**src/rtl/uart_pkg.sv**
```systemverilog
// Shared constants and types for the memory-mapped UART transmitter.
package uart_pkg;

   // Register byte offsets inside the peripheral window (only bit 2 is decoded)
   localparam logic [3:0] UART_DATA   = 4'h0;
   localparam logic [3:0] UART_STATUS = 4'h4;

   // STATUS word bit positions
   localparam int STAT_BUSY      = 0;
   localparam int STAT_FULL      = 1;
   localparam int STAT_EMPTY     = 2;
   localparam int STAT_OVERFLOW  = 3;
   localparam int STAT_COUNT_LSB = 4;
   localparam int STAT_COUNT_W   = 4;

   // Serializer state encoding
   typedef enum logic [1:0] {
      IDLE  = 2'd0,
      START = 2'd1,
      DATA  = 2'd2,
      STOP  = 2'd3
   } tx_state_e;

endpackage

```
**src/rtl/byte_fifo.sv**
```systemverilog
// Synchronous byte FIFO with a combinational head output. A push while full is
// still accepted when a pop happens on the same edge, since a slot frees up.
module byte_fifo #(
   parameter int  DEPTH = 4,
   localparam int PTR_W = $clog2(DEPTH),
   localparam int CNT_W = $clog2(DEPTH) + 1
) (
   input  logic             clk,
   input  logic             reset,
   input  logic             push,
   input  logic [7:0]       din,
   input  logic             pop,
   output logic [7:0]       dout,
   output logic [CNT_W-1:0] count,
   output logic             full,
   output logic             empty
);

   logic [7:0]       mem [DEPTH];
   logic [PTR_W-1:0] wr_ptr_q, wr_ptr_d;
   logic [PTR_W-1:0] rd_ptr_q, rd_ptr_d;
   logic [CNT_W-1:0] count_q, count_d;
   logic             do_push;
   logic             do_pop;

   assign full  = (count_q == CNT_W'(DEPTH));
   assign empty = (count_q == '0);
   assign count = count_q;
   assign dout  = mem[rd_ptr_q];

   // Next-state for pointers and occupancy; pointers wrap naturally at DEPTH
   always_comb begin
      // NOTE: every output of a combinational block gets a default first, so no path leaves it unassigned and a latch is never inferred.
      wr_ptr_d = wr_ptr_q;
      rd_ptr_d = rd_ptr_q;
      count_d  = count_q;
      do_pop   = pop && !empty;
      do_push  = push && (!full || do_pop);
      if (do_push) wr_ptr_d = wr_ptr_q + 1'b1;
      if (do_pop)  rd_ptr_d = rd_ptr_q + 1'b1;
      if (do_push && !do_pop)      count_d = count_q + 1'b1;
      else if (!do_push && do_pop) count_d = count_q - 1'b1;
   end

   // Control state registers with synchronous reset
   always_ff @(posedge clk) begin
      // NOTE: sequential state uses non-blocking assignments so every flop samples pre-edge values regardless of statement order.
      if (reset) begin
         wr_ptr_q <= '0;
         rd_ptr_q <= '0;
         count_q  <= '0;
      end else begin
         wr_ptr_q <= wr_ptr_d;
         rd_ptr_q <= rd_ptr_d;
         count_q  <= count_d;
      end
   end

   // Storage array; contents are only meaningful behind a valid count
   always_ff @(posedge clk) begin
      // NOTE: the storage itself is not reset; count and pointers gate every read, so resetting it would only cost logic.
      if (do_push) mem[wr_ptr_q] <= din;
   end

endmodule

```
**src/rtl/uart_tx_port.sv**
```systemverilog
// Memory-mapped 8N1 UART transmitter: bus decode, STATUS/read-data register,
// sticky overflow flag and the bit serializer in front of a byte FIFO.
module uart_tx_port
   import uart_pkg::*;
#(
   parameter int CLKS_PER_BIT = 4,
   parameter int FIFO_DEPTH   = 4
) (
   input  logic        clk,
   input  logic        reset,
   input  logic        sel,
   input  logic [3:0]  addr,
   input  logic        ren,
   input  logic        wen,
   input  logic [31:0] wdata,
   output logic [31:0] rdata,
   output logic        txd
);

   localparam int BAUD_W = $clog2(CLKS_PER_BIT);
   localparam int CNT_W  = $clog2(FIFO_DEPTH) + 1;
   localparam logic [BAUD_W-1:0] BAUD_LAST = BAUD_W'(CLKS_PER_BIT - 1);

   tx_state_e         state_q, state_d;
   logic [BAUD_W-1:0] baud_q, baud_d;
   logic [2:0]        bit_idx_q, bit_idx_d;
   logic [7:0]        shift_q, shift_d;
   logic              txd_q, txd_d;
   logic [31:0]       rdata_q, rdata_d;
   logic              ovf_q, ovf_d;

   logic              push_req;
   logic              status_rd;
   logic              data_rd;
   logic              baud_last;
   logic              fifo_pop;
   logic [7:0]        fifo_dout;
   logic [CNT_W-1:0]  fifo_count;
   logic              fifo_full;
   logic              fifo_empty;
   logic [31:0]       status_word;
   logic              unused_bus_bits;

   assign unused_bus_bits = ^{addr[3], addr[1:0], wdata[31:8]};

   assign push_req  = sel && wen && (addr[2] == UART_DATA[2]);
   assign status_rd = sel && ren && (addr[2] == UART_STATUS[2]);
   assign data_rd   = sel && ren && (addr[2] == UART_DATA[2]);
   assign baud_last = (baud_q == BAUD_LAST);

   byte_fifo #(.DEPTH(FIFO_DEPTH)) u_fifo (
      .clk   (clk),
      .reset (reset),
      .push  (push_req),
      .din   (wdata[7:0]),
      .pop   (fifo_pop),
      .dout  (fifo_dout),
      .count (fifo_count),
      .full  (fifo_full),
      .empty (fifo_empty)
   );

   // Serializer next-state: start bit, 8 data bits LSB first, stop bit
   always_comb begin
      state_d   = state_q;
      baud_d    = baud_q;
      bit_idx_d = bit_idx_q;
      shift_d   = shift_q;
      txd_d     = txd_q;
      fifo_pop  = 1'b0;
      unique case (state_q)
         IDLE: begin
            baud_d = '0;
            txd_d  = 1'b1;
            if (!fifo_empty) begin
               fifo_pop = 1'b1;
               shift_d  = fifo_dout;
               txd_d    = 1'b0;
               state_d  = START;
            end
         end
         START: begin
            if (baud_last) begin
               baud_d    = '0;
               txd_d     = shift_q[0];
               bit_idx_d = '0;
               state_d   = DATA;
            end else begin
               baud_d = baud_q + 1'b1;
            end
         end
         DATA: begin
            if (baud_last) begin
               baud_d = '0;
               if (bit_idx_q == 3'd7) begin
                  txd_d   = 1'b1;
                  state_d = STOP;
               end else begin
                  shift_d   = {1'b0, shift_q[7:1]};
                  txd_d     = shift_q[1];
                  bit_idx_d = bit_idx_q + 1'b1;
               end
            end else begin
               baud_d = baud_q + 1'b1;
            end
         end
         STOP: begin
            if (baud_last) begin
               baud_d = '0;
               if (!fifo_empty) begin
                  // Back-to-back frame: reload straight into a start bit
                  fifo_pop = 1'b1;
                  shift_d  = fifo_dout;
                  txd_d    = 1'b0;
                  state_d  = START;
               end else begin
                  txd_d   = 1'b1;
                  state_d = IDLE;
               end
            end else begin
               baud_d = baud_q + 1'b1;
            end
         end
         default: state_d = IDLE;
      endcase
   end

   // STATUS assembly, sticky overflow (set beats clear) and read-data capture
   always_comb begin
      status_word                                    = '0;
      status_word[STAT_BUSY]                         = (state_q != IDLE);
      status_word[STAT_FULL]                         = fifo_full;
      status_word[STAT_EMPTY]                        = fifo_empty;
      status_word[STAT_OVERFLOW]                     = ovf_q;
      status_word[STAT_COUNT_LSB +: STAT_COUNT_W]    = STAT_COUNT_W'(fifo_count);

      ovf_d = ovf_q;
      if (status_rd) ovf_d = 1'b0;
      if (push_req && fifo_full && !fifo_pop) ovf_d = 1'b1;

      rdata_d = rdata_q;
      if (status_rd)    rdata_d = status_word;
      else if (data_rd) rdata_d = '0;
   end

   // All serializer and bus-facing registers, synchronous active-high reset
   always_ff @(posedge clk) begin
      if (reset) begin
         state_q   <= IDLE;
         baud_q    <= '0;
         bit_idx_q <= '0;
         shift_q   <= '0;
         txd_q     <= 1'b1;
         rdata_q   <= '0;
         ovf_q     <= 1'b0;
      end else begin
         state_q   <= state_d;
         baud_q    <= baud_d;
         bit_idx_q <= bit_idx_d;
         shift_q   <= shift_d;
         txd_q     <= txd_d;
         rdata_q   <= rdata_d;
         ovf_q     <= ovf_d;
      end
   end

   assign txd   = txd_q;
   assign rdata = rdata_q;

endmodule

```
**config.mk**
```make
export PLATFORM = sky130hd
export DESIGN_NAME = uart_tx_port
export DESIGN_NICKNAME = d
export VERILOG_FILES = /design/src/rtl/uart_pkg.sv /design/src/rtl/byte_fifo.sv /design/src/rtl/uart_tx_port.sv
export SDC_FILE = /design/constraint.sdc
export NUM_CORES = 1
export LEC_CHECK = 0
export ABC_AREA = 1
export CORE_ASPECT_RATIO = 1.5
export CORE_MARGIN = 1
export CORE_UTILIZATION = 54
export DETAILED_ROUTE_END_ITERATION = 8
export MAX_ROUTING_LAYER = met4
export PLACE_DENSITY = 0.92
export SYNTH_ARGS = -nofsm -noshare
export SYNTH_HDL_FRONTEND = slang
export SYNTH_SLANG_ARGS = --single-unit
```
**constraint.sdc**
```tcl
create_clock -name clk -period 3.7 [get_ports clk]
set_clock_uncertainty 0.15 [all_clocks]
set_input_delay 0.74 -clock clk [delete_from_list [all_inputs] [get_ports clk]]
set_output_delay 0.74 -clock clk [all_outputs]
set_load 0.01 [all_outputs]
```
# Word level (Yosys, flattened, before mapping)
# Memories as Yosys holds them, arrays and structs flattened. A register that Yosys moved wholly into a read port is not among the register bits.
# Cells that the tools add are included.
# Widths: inputs -> output; s select.
[totals]
input_bits = 41
wordCells = 97
ramBits = 32
register_bits = 31
mem_count = 1
[op_classes]
eq_ne = 12
add_sub_neg = 6
n_bitwise = 1
reduce_logical = 30
n_mux = 37
[mem_list]
columns = ["memory", "depth", "width", "rd", "rd_clocked_by_memory_dff", "wr", "line_no", "rtl"]
rows = [
  ["u_fifo.mem", 4, 8, 1, 1, 1, "byte_fifo.sv:19", "logic [7:0] mem [DEPTH];"],
]
[op_table]
columns = ["operator", "n"]
rows = [
  ["$mux 8", 4],
  ["$pmux 8 s3", 1],
  ["$mux 2", 8],
  ["$mux 3", 5],
  ["$mux 7", 2],
  ["$mux 1", 12],
  ["$ne 2x2->1 const B", 6],
  ["$logic_and 1x1->1", 11],
  ["$reduce_bool 2->1", 5],
  ["$pmux 2 s4", 1],
  ["$reduce_and 4->1", 2],
  ["$add 2x1->2 const B", 3],
  ["$add 3x1->3 const B", 2],
  ["$eq 2x2->1 const B", 3],
  ["$eq 3x3->1 const B", 2],
  ["$pmux 3 s2", 1],
  ["$logic_not 1->1", 5],
  ["$reduce_and 5->1", 1],
  ["$pmux 1 s4", 1],
  ["$pmux 2 s2", 1],
  ["$logic_not 3->1", 1],
  ["$reduce_and 3->1", 1],
  ["$reduce_bool 3->1", 1],
  ["$reduce_or 3->1", 1],
  ["other kinds (6)", 6],
]

# Logic depth before layout (Yosys ltp)
[depth]
ltp_word = 11
depth_mapped = 16
ltp_nobuf = 16

# Hierarchy
# A second synthesis with hierarchy kept.
[hier_totals]
cells_unflattened = 351
area_unflattened_um2 = 3109.2
[by_module_without_submodules]
columns = ["mod", "instances", "cells_per_inst", "seq_area_each_um2", "area_per_inst_um2"]
rows = [
  ["byte_fifo", 1, 148, 1141.1, 1702.9],
  ["uart_tx_port", 1, 203, 480.5, 1406.3],
]

# Worst setup path before layout
# Ideal clock, no wire load.
[synth_path]
path_kind = "register to register"
startpoint = "reg state_q[0]"
endpoint = "reg u_fifo.count_q[2] (netlist: u_fifo.count[2])"
slack_ns = 1.358
synth_period_minus_slack_ns = 2.342
setup_time_ns = 0.070
arrival_ns = 2.122
stages_incl_launch_ff = 16
required_time_ns = 3.480
path_cell_list = "dfxtp_1 > inv_1 > ha_1 > inv_1 > nand2_1 > nand2_1 > nand2_2 > inv_1 > ha_1 > inv_1 > fa_1 > nor2_1 > nor2_1 > nand2_1 > o21ai_0 > a21oi_1"
[synth_via]
elab_chain_len = 8
elab_cells_between_ends = 12
[synth_rtl]
columns = ["element", "line_no", "rtl"]
rows = [
  ["from (decl)", "uart_tx_port.sv:24", "tx_state_e state_q, state_d;"],
  ["from (signal assigned)", "uart_tx_port.sv:157", "state_q <= state_d;"],
  ["$eq 2x2->1 / $logic_not 2->1 (equally long branches)", "uart_tx_port.sv:71", "unique case (state_q)"],
  ["$pmux 1 s2 (*)", "uart_tx_port.sv:71", ""],
  ["$logic_and 1x1->1 (*)", "byte_fifo.sv:37", "do_pop = pop && !empty;"],
  ["$logic_or 1x1->1 (*)", "byte_fifo.sv:38", "do_push = push && (!full || do_pop);"],
  ["$logic_and 1x1->1 (*)", "byte_fifo.sv:38", ""],
  ["named net u_fifo.do_push", "byte_fifo.sv:23", "logic do_push;"],
  ["$logic_not 1->1", "byte_fifo.sv:42", "else if (!do_push && do_pop) count_d = count_q - 1'b1;"],
  ["$logic_and 1x1->1", "byte_fifo.sv:42", ""],
  ["$reduce_bool 2->1 (no source line)", "-", ""],
  ["to (signal assigned)", "byte_fifo.sv:55", "count_q <= count_d;"],
  ["to (decl)", "byte_fifo.sv:22", "logic [CNT_W-1:0] count_q, count_d;"],
]
# Mark *: on every way through the listed nets, which the timed path passes. The rest lies on a longest branch.
# A chain may end at the register's enable or synchronous reset.

# Worst setup path after layout
# Ends and elaborated chain as after synthesis.

==> flow_metrics.env <==
export IMPL_run_status="finished, final reports clean"
export IMPL_place_gp_congestion=0.877
export IMPL_drt_pass1_iterations=4
export IMPL_yosys_area_top_type_share_pct=30.5
export IMPL_cts_buffers=9
export IMPL_tightest_slew_ps=847
export IMPL_synth_seq_cells=65
export IMPL_ys_types=32
export IMPL_arrival_ps=2800
export IMPL_place_ws_ps=861
export IMPL_synth_seq_area_share_pct=51.6
export IMPL_max_freq_mhz=375
export IMPL_io_pins=74
export IMPL_final_common_cell="nand2_1"
export IMPL_mostFrequentLayoutCells="64 x nand2_1, 44 x a21oi_1, 43 x inv_1, 33 x dfxtp_1, 32 x edfxtp_1"
export IMPL_drt_iter0_markers=114
export IMPL_finalNetCount=424
export IMPL_clock_latency_ps=340
export IMPL_power_density_nw_per_um2=632
export IMPL_critPathRequiredTime_ps=3830
export IMPL_cts_tree="built"
export IMPL_timing_slew_headroom_pct=43.5
export IMPL_yosys_top_cells_area="edfxtp_1 31%, dfxtp_1 21%, nand2_1 7.6%"
export IMPL_viasPerCell=5.02
export IMPL_p_leak_nw=1.49
export IMPL_cts_num_sinks=65
export IMPL_die_h_um=95.5
export IMPL_irDropWorstVdd_uv=385
export IMPL_grt_start_max_net_pins=24
export IMPL_synth_top_area_cell="edfxtp_1"
export IMPL_drv_slew=0
export IMPL_core_area_um2=5530
export IMPL_diodes=0
export IMPL_clockBufferDepth=2
export IMPL_cap_violations=0
export IMPL_grt_overflow=0
export IMPL_setup_slack_ps=1030
export IMPL_setup_tns_ps=0
export IMPL_period_minus_slack_ps=2670
export IMPL_path_clk_slew_ps=70
export IMPL_drive_gt1_share_pct=10.2
export IMPL_drc=0
export IMPL_postCtsSetupBuffers=0
export IMPL_syn_cell_area_um2=3150
export IMPL_first_global_vias=2050
export IMPL_post_route_period_util_pct=72.1
export IMPL_vias=2229
export IMPL_syn_avg_cell_area_um2=9.09
export IMPL_die_w_um=64.3
export IMPL_grt_antenna_before_repair=0
export IMPL_syn_inst=346
export IMPL_areaGrowthSynthToFinish_pct=10.8
export IMPL_cts_root_buf="clkbuf_8"
export IMPL_start_util_pct=56.9
export IMPL_hold_viol=0
export IMPL_cts_hold_fix_buffers=0
export IMPL_wirelength_um=5290
export IMPL_rows=33
export IMPL_port_buffers=21
export IMPL_grtUsageTotal_pct=19.4
export IMPL_worst_path_max_fanout=8
export IMPL_rsz0062_at_grt="no"
export IMPL_ant_nets=0
export IMPL_finalSetupViolCount=0
export IMPL_setup_worst_path_end_class="register"
export IMPL_yosys_warnings=0
export IMPL_hold_class="reg -> reg"
export IMPL_post_cts_resized=0
export IMPL_dp_hpwl_um=3800
export IMPL_wl_per_cell_um=11.9
export IMPL_grt_pass1_wl_um=8690
export IMPL_cts_max_level=3
export IMPL_dieArea_um2=6140
export IMPL_worst_setup_path_start_kind="register"
export IMPL_worstSetupPathType="reg -> reg"
flip-flops by register name, summed over array words and instances, names as in the netlist, named ones only:
signal           count
txd                  1
shift_q              8
u_fifo.rd_ptr_q      2
u_fifo.count         3
bit_idx_q            3
state_q              2
baud_q               2
rdata                7
ovf_q                1
u_fifo.wr_ptr_q      2
u_fifo.mem          32
layout make-up:
class | count | area [um2]
Multi-Input combinational cell | 225 | 1200
Clock inverter | 5 | 56.3
Fill cell | 449 | 2050
Tap cell | 70 | 87.6
Sequential cell | 65 | 1620
Inverter | 46 | 173
Timing Repair Buffer | 22 | 218
Clock buffer | 11 | 131
stage by stage:
stage / util, % / cells / area, um2 / power (mW) / hold WS (ps)
2_1_floorplan: - / 370 / 3240 / 1.52 / 248
4_1_cts: 63.0 / 444 / 3490 / 2.21 / 289
5_1_grt: 63.0 / 444 / 3490 / 2.35 / 307
3_3_place_gp: 59.6 / 428 / 3300 / 1.60 / 257
3_5_place_dp: 59.6 / 428 / 3300 / 1.64 / 267
6_report: 63.0 / 444 / 3490 / 2.20 / 277
path summary, 6_finish.rpt:
check	start	endpoint	slack [ps]	depth (start not counted)
max	state_q[0]$_SDFFE_PP0P_	u_fifo.count[2]$_SDFFE_PP0P_	1030	15
min	baud_q[0]$_SDFF_PP0_	baud_q[0]$_SDFF_PP0_	280	1
max reg2reg	state_q[0]$_SDFFE_PP0P_	u_fifo.count[2]$_SDFFE_PP0P_	1030	15
min reg2reg	baud_q[0]$_SDFF_PP0_	baud_q[0]$_SDFF_PP0_	280	1
Yosys cell counts (all sizes together):
library cell,instances
nand4,1
dfxtp,33
xor2,1
a32oi,1
nand3,15
fa,1
nor3,3
inv,46
a21oi,52
buf,33
a22oi,1
clkbuf,1
nor2,25
nand2,68
nor3b,1
conb,1
ha,13
edfxtp,32
or2,1
o21ai,17
report_power, final:
group / switching, mW / internal, mW / total, mW / leakage, nW
logic: 0.456 / 0.259 / 0.715 / 0.835
clock network: 0.260 / 0.310 / 0.570 / 0.0933
registers: 0.0789 / 0.838 / 0.917 / 0.559
total: 0.795 / 1.41 / 2.20 / 1.49
kinds of logic (layout without fill, tap and decap cells):
family	count (synthesis)	in the layout	synth area share (%)
buffers and inverters	80	84	13.2
other	1	25	0.119
AO/OA/AOI/OAI	71	71	12.5
AND/OR/NAND/NOR	114	114	16.6
XOR/XNOR	1	1	0.278
adder cells (fa/ha/maj)	14	14	5.81
flip-flops	65	65	51.6
layer usage:
metal | track usage, % | routed length (um)
met3 | 4.55 | 197
met2 | 35.5 | 2930
met1 | 18.3 | 2010
met4 | 10.7 | 147
met5 | - | 0
worst max-delay path, stage by stage (launching register included):
cell,delay (ps)
dfxtp_1,410
inv_1,130
ha_1,360
inv_1,150
nand2_1,100
nand2_1,80
nand2_2,100
inv_1,100
ha_1,140
inv_1,70
fa_1,380
nor2_1,110
nor2_1,40
nand2_1,80
o21ai_0,70
a21oi_1,130
(Power assumes the default switching activity.)
